### config.mk
export PLATFORM = sky130hd
export DESIGN_NAME = btn_debounce_pulse
export DESIGN_NICKNAME = d
export VERILOG_FILES = /design/src/rtl/btn_debounce_pulse.sv
export SDC_FILE = /design/constraint.sdc
export NUM_CORES = 1
export LEC_CHECK = 0
export BUFFER_PORTS_ARGS = -buffer_cell sky130_fd_sc_hd__clkbuf_2
export CELL_PAD_IN_SITES_DETAIL_PLACEMENT = 0
export CELL_PAD_IN_SITES_GLOBAL_PLACEMENT = 1
export CORE_UTILIZATION = 46
export CTS_BUF_LIST = sky130_fd_sc_hd__clkbuf_4 sky130_fd_sc_hd__clkbuf_8
export CTS_CLUSTER_SIZE = 16
export DETAILED_ROUTE_END_ITERATION = 10
export PLACE_DENSITY = 0.84
export SYNTH_ARGS = -nofsm -noshare
export SYNTH_HDL_FRONTEND = slang
export SYNTH_SLANG_ARGS = --single-unit
### constraint.sdc
create_clock -name i_clk -period 2.2 [get_ports i_clk]
set_clock_uncertainty 0.1 [all_clocks]
set_input_delay 0.33 -clock i_clk [delete_from_list [all_inputs] [get_ports i_clk]]
set_output_delay 0.33 -clock i_clk [all_outputs]
set_load 0.1 [all_outputs]
### src/rtl/btn_debounce_pulse.sv
// Push-button conditioner: per-button 2-FF synchronizer, counter debounce
// FSM, registered clean level and one-cycle press strobe.
module btn_debounce_pulse #(
    parameter int N_BTN      = 3,
    parameter int N_CNT      = 20,
    parameter int DEB_CYCLES = 1000000
) (
    input  logic             i_clk,
    input  logic             i_rst_n,
    input  logic [N_BTN-1:0] i_btn_raw,
    output logic [N_BTN-1:0] o_btn_pulse,
    output logic [N_BTN-1:0] o_btn_level
);

    typedef enum logic [1:0] {
        IDLE,
        ARM,
        HELD,
        REL
    } state_t;

    localparam logic [N_CNT-1:0] CNT_LAST = N_CNT'(DEB_CYCLES - 1);

    logic [N_BTN-1:0] sync1;
    logic [N_BTN-1:0] sync2;

    always_ff @(posedge i_clk or negedge i_rst_n) begin
        if (!i_rst_n) begin
            sync1 <= '0;
            sync2 <= '0;
        end else begin
            sync1 <= i_btn_raw;
            sync2 <= sync1;
        end
    end

    for (genvar g = 0; g < N_BTN; g++) begin : g_btn
        state_t           state;
        state_t           state_nx;
        logic [N_CNT-1:0] cnt;
        logic [N_CNT-1:0] cnt_nx;
        logic             pulse_q;
        logic             pulse_nx;
        logic             level_q;
        logic             level_nx;
        logic             s;

        assign s = sync2[g];

        always_ff @(posedge i_clk or negedge i_rst_n) begin
            if (!i_rst_n) begin
                state   <= IDLE;
                cnt     <= '0;
                pulse_q <= 1'b0;
                level_q <= 1'b0;
            end else begin
                state   <= state_nx;
                cnt     <= cnt_nx;
                pulse_q <= pulse_nx;
                level_q <= level_nx;
            end
        end

        // ARM/REL count consecutive agreeing samples; any opposite
        // sample abandons the transition and restarts from the stable state.
        always_comb begin
            state_nx = state;
            cnt_nx   = cnt;
            pulse_nx = 1'b0;
            level_nx = level_q;
            unique case (state)
                IDLE: begin
                    if (s) begin
                        state_nx = ARM;
                        cnt_nx   = '0;
                    end
                end
                ARM: begin
                    if (!s) begin
                        state_nx = IDLE;
                        cnt_nx   = '0;
                    end else if (cnt == CNT_LAST) begin
                        state_nx = HELD;
                        pulse_nx = 1'b1;
                        level_nx = 1'b1;
                    end else begin
                        cnt_nx = cnt + 1'b1;
                    end
                end
                HELD: begin
                    if (!s) begin
                        state_nx = REL;
                        cnt_nx   = '0;
                    end
                end
                REL: begin
                    if (s) begin
                        state_nx = HELD;
                        cnt_nx   = '0;
                    end else if (cnt == CNT_LAST) begin
                        state_nx = IDLE;
                        level_nx = 1'b0;
                    end else begin
                        cnt_nx = cnt + 1'b1;
                    end
                end
                default: begin
                    state_nx = IDLE;
                    cnt_nx   = '0;
                    level_nx = 1'b0;
                end
            endcase
        end

        assign o_btn_pulse[g] = pulse_q;
        assign o_btn_level[g] = level_q;
    end

endmodule

==> metrics.yaml <==
run_status:
  outcome: "finished, final reports clean"
logic_synthesis:
  ys_types: 58
  post-synth-top-area-cell: "dfrtp_1"
  postSynthCellCount: 426
  async_reset_ff_share_pct: 100
  synth-seq-cells: 78
  synth_flop_cell: "dfrtp_1"
  yosysTopAreaCellShare_pct: 47.8
  yosys-top-cells-area: "dfrtp_1, nand2_1, xnor2_1"
  synth_edf_count: 0
  synth_nets: 434
  synth_area_sq_um: 4080
  yosysSeqAreaShare_pct: 47.8
  syn_avg_cell_area_sq_um: 9.58
  ys_warn_count: 0
cts:
  cts_buffers: 9
  cts_tree: "yes"
  path_clk_slew_ns: 0.09
  clk_latency_ns: 0.36
  ctsHtreeMaxLevel: 3
  numClockSinks: 78
  cts_buffer_depth: 2
  cts-root-buf: "clkbuf_8"
drt:
  postRouteAntennaNets: 0
  wl_um: 8800
  vias: 3342
  post-route-drc-count: 0
  wire_per_inst_um: 15.2
  viasPerCell: 5.76
  first_iter_violations: 162
  firstDrtPassIters: 5
final_layout:
  area_growth_pct: 16.6
  final_cell_mix: "dfrtp_1, nand2_1, buf_4"
  layout.nets: 478
  instances_no_fill: 580
  diodes: 0
  final_common_cell: "dfrtp_1"
  drive_gt1_share_pct: 18.3
sta:
  worst_pin_slew_ns: 0.587
  slew_headroom_pct: 61.0
  rsz0062_at_grt: "no"
  timing.final.crit_period_ns: 2.12
  max_freq_mhz: 472
  hold_violations: 0
  fin_crit_sh_pct: 96.3
  final.setup.tns_ns: 0
  slew_violations: 0
  setup_viol: 0
floorplanning:
  die_h_um: 96.2
  die_w_um: 96.2
  io_pins: 11
  rows: 33
  core_sq_um: 8380
  die-area_sq_um: 9250
  start_util_pct: 48.7
placed_design:
  place_congestion: 0.838
  hpwlAfterDp_um: 6300
  placed_cells: 559
  io_buffers: 10
global_route:
  grt_pass1_vias: 3178
  grt_pass1_wl_um: 14900
  grt_usage_pct: 21.1
  overflow: 0
  antenna_found_initial: 0
  grt_max_degree: 46
setup_path:
  crit_family: "simple AND/OR/NAND/NOR gates"
  crit_required_ns: 2.34
  critPathMaxFanout: 7
  slowest_stage: "or4_1"
  slowest_delay_ns: 0.59
  crit_path_cell_trace: "or4_1 -> nor4_4 -> nand3_2 -> mux2_1"
  crit_path_end_kind: "register"
  worstPathBufferInverterCount: 0
  critPathKind: "register to register"
  startpoint_type: "register"
  arrival_ns: 2.26
power:
  p_leak_nw: 2.00
  ir_worst_vdd_v: 0.000324
  power_density_nw_per_um2: 615
run:
  cap_viol_max_count: 0
min_path:
  hp-class: "register to register"
[registers in the layout (all words and copies together) (netlist names), named ones only]
register and flops:
g_btn.pulse_q 3, sync2 3, sync1 3, g_btn.cnt 60, g_btn.level_q 3, g_btn.state 3
[cell type report]
type,instances,area (sq um)
clock buffer,11,145
tap,105,131
sequential,78,1950
inverter,13,48.8
multi-input combinational,316,2010
fill,713,3630
timing repair buffer,52,390
clock inverter,5,81.3
[where the power goes]
part           switching [mW]  internal (mW)
sequential             0.0355           1.46
combinational           0.121         0.0788
clock                   0.544          0.685
[stage by stage]
step                cell area, sq um  hold WS (ns)  setup slack, ns  power [mW]  util, %
floorplan                       4080       -0.0656           0.0495        1.61        -
global placement                4460         0.209           0.0840        1.71     53.2
detailed placement              4460         0.211           0.0602        1.72     53.2
CTS                             4720         0.255           0.0106        2.95     56.3
global route                    4760         0.262          0.00959        3.04     56.7
finish                          4760         0.255           0.0818        2.93     56.7
[cells by family after synthesis]
family / Yosys count / synth area share (%)
XOR/XNOR: 31 / 6.65
adder cells (fa/ha/maj): 3 / 0.920
flip-flops: 78 / 47.8
AO/OA/AOI/OAI: 79 / 12.4
AND/OR/NAND/NOR: 198 / 27.2
buffers and inverters: 32 / 3.62
multiplexers: 5 / 1.32
[synth_stat cells (7+ instances only)]
library cell and number:
clkbuf_1 10, a21oi_1 19, nand3_1 27, buf_4 7, inv_1 13, nor3_1 12, or4_1 12, nor2_1 37
xnor2_1 16, o21ai_0 18, a31oi_1 7, xor2_1 15, or3_1 7, o22ai_1 8, dfrtp_1 78, nand2_1 44
nand4_1 14
[per-layer routing]
| layer | track usage, % | vias to the layer above | share of wire (%) |
|---|---|---|---|
| met5 | 0 | - | 0 |
| met4 | 5.35 | 0 | 0.93 |
| met3 | 4.50 | 8 | 4.0 |
| met2 | 35.7 | 60 | 48 |
| met1 | 27.3 | 1632 | 47 |
| li1 | - | 1642 | - |
[repair_timing]
action                     CTS  global route
gates resized for setup      0             6
setup buffers                0             1
hold endpoints to repair    36             0
setup endpoints to repair    0            17
hold buffers                 4             0
[worst paths after layout]
kind | startpoint | to | slack, ns | cells after the start
max reg2reg | g_btn[1].cnt[6] | register | 0.08 | 4
min | sync1[1] | sync2[1] | 0.25 | 0
max | g_btn[1].cnt[6] | register | 0.08 | 4
max in group asynchronous | i_rst_n | g_btn[2].cnt[9] | 1.06 | 3
min in group asynchronous | i_rst_n | asynchronous set/reset pin | 0.35 | 2
min reg2reg | sync1[1] | sync2[1] | 0.25 | 0
(Power assumes the default switching activity.)
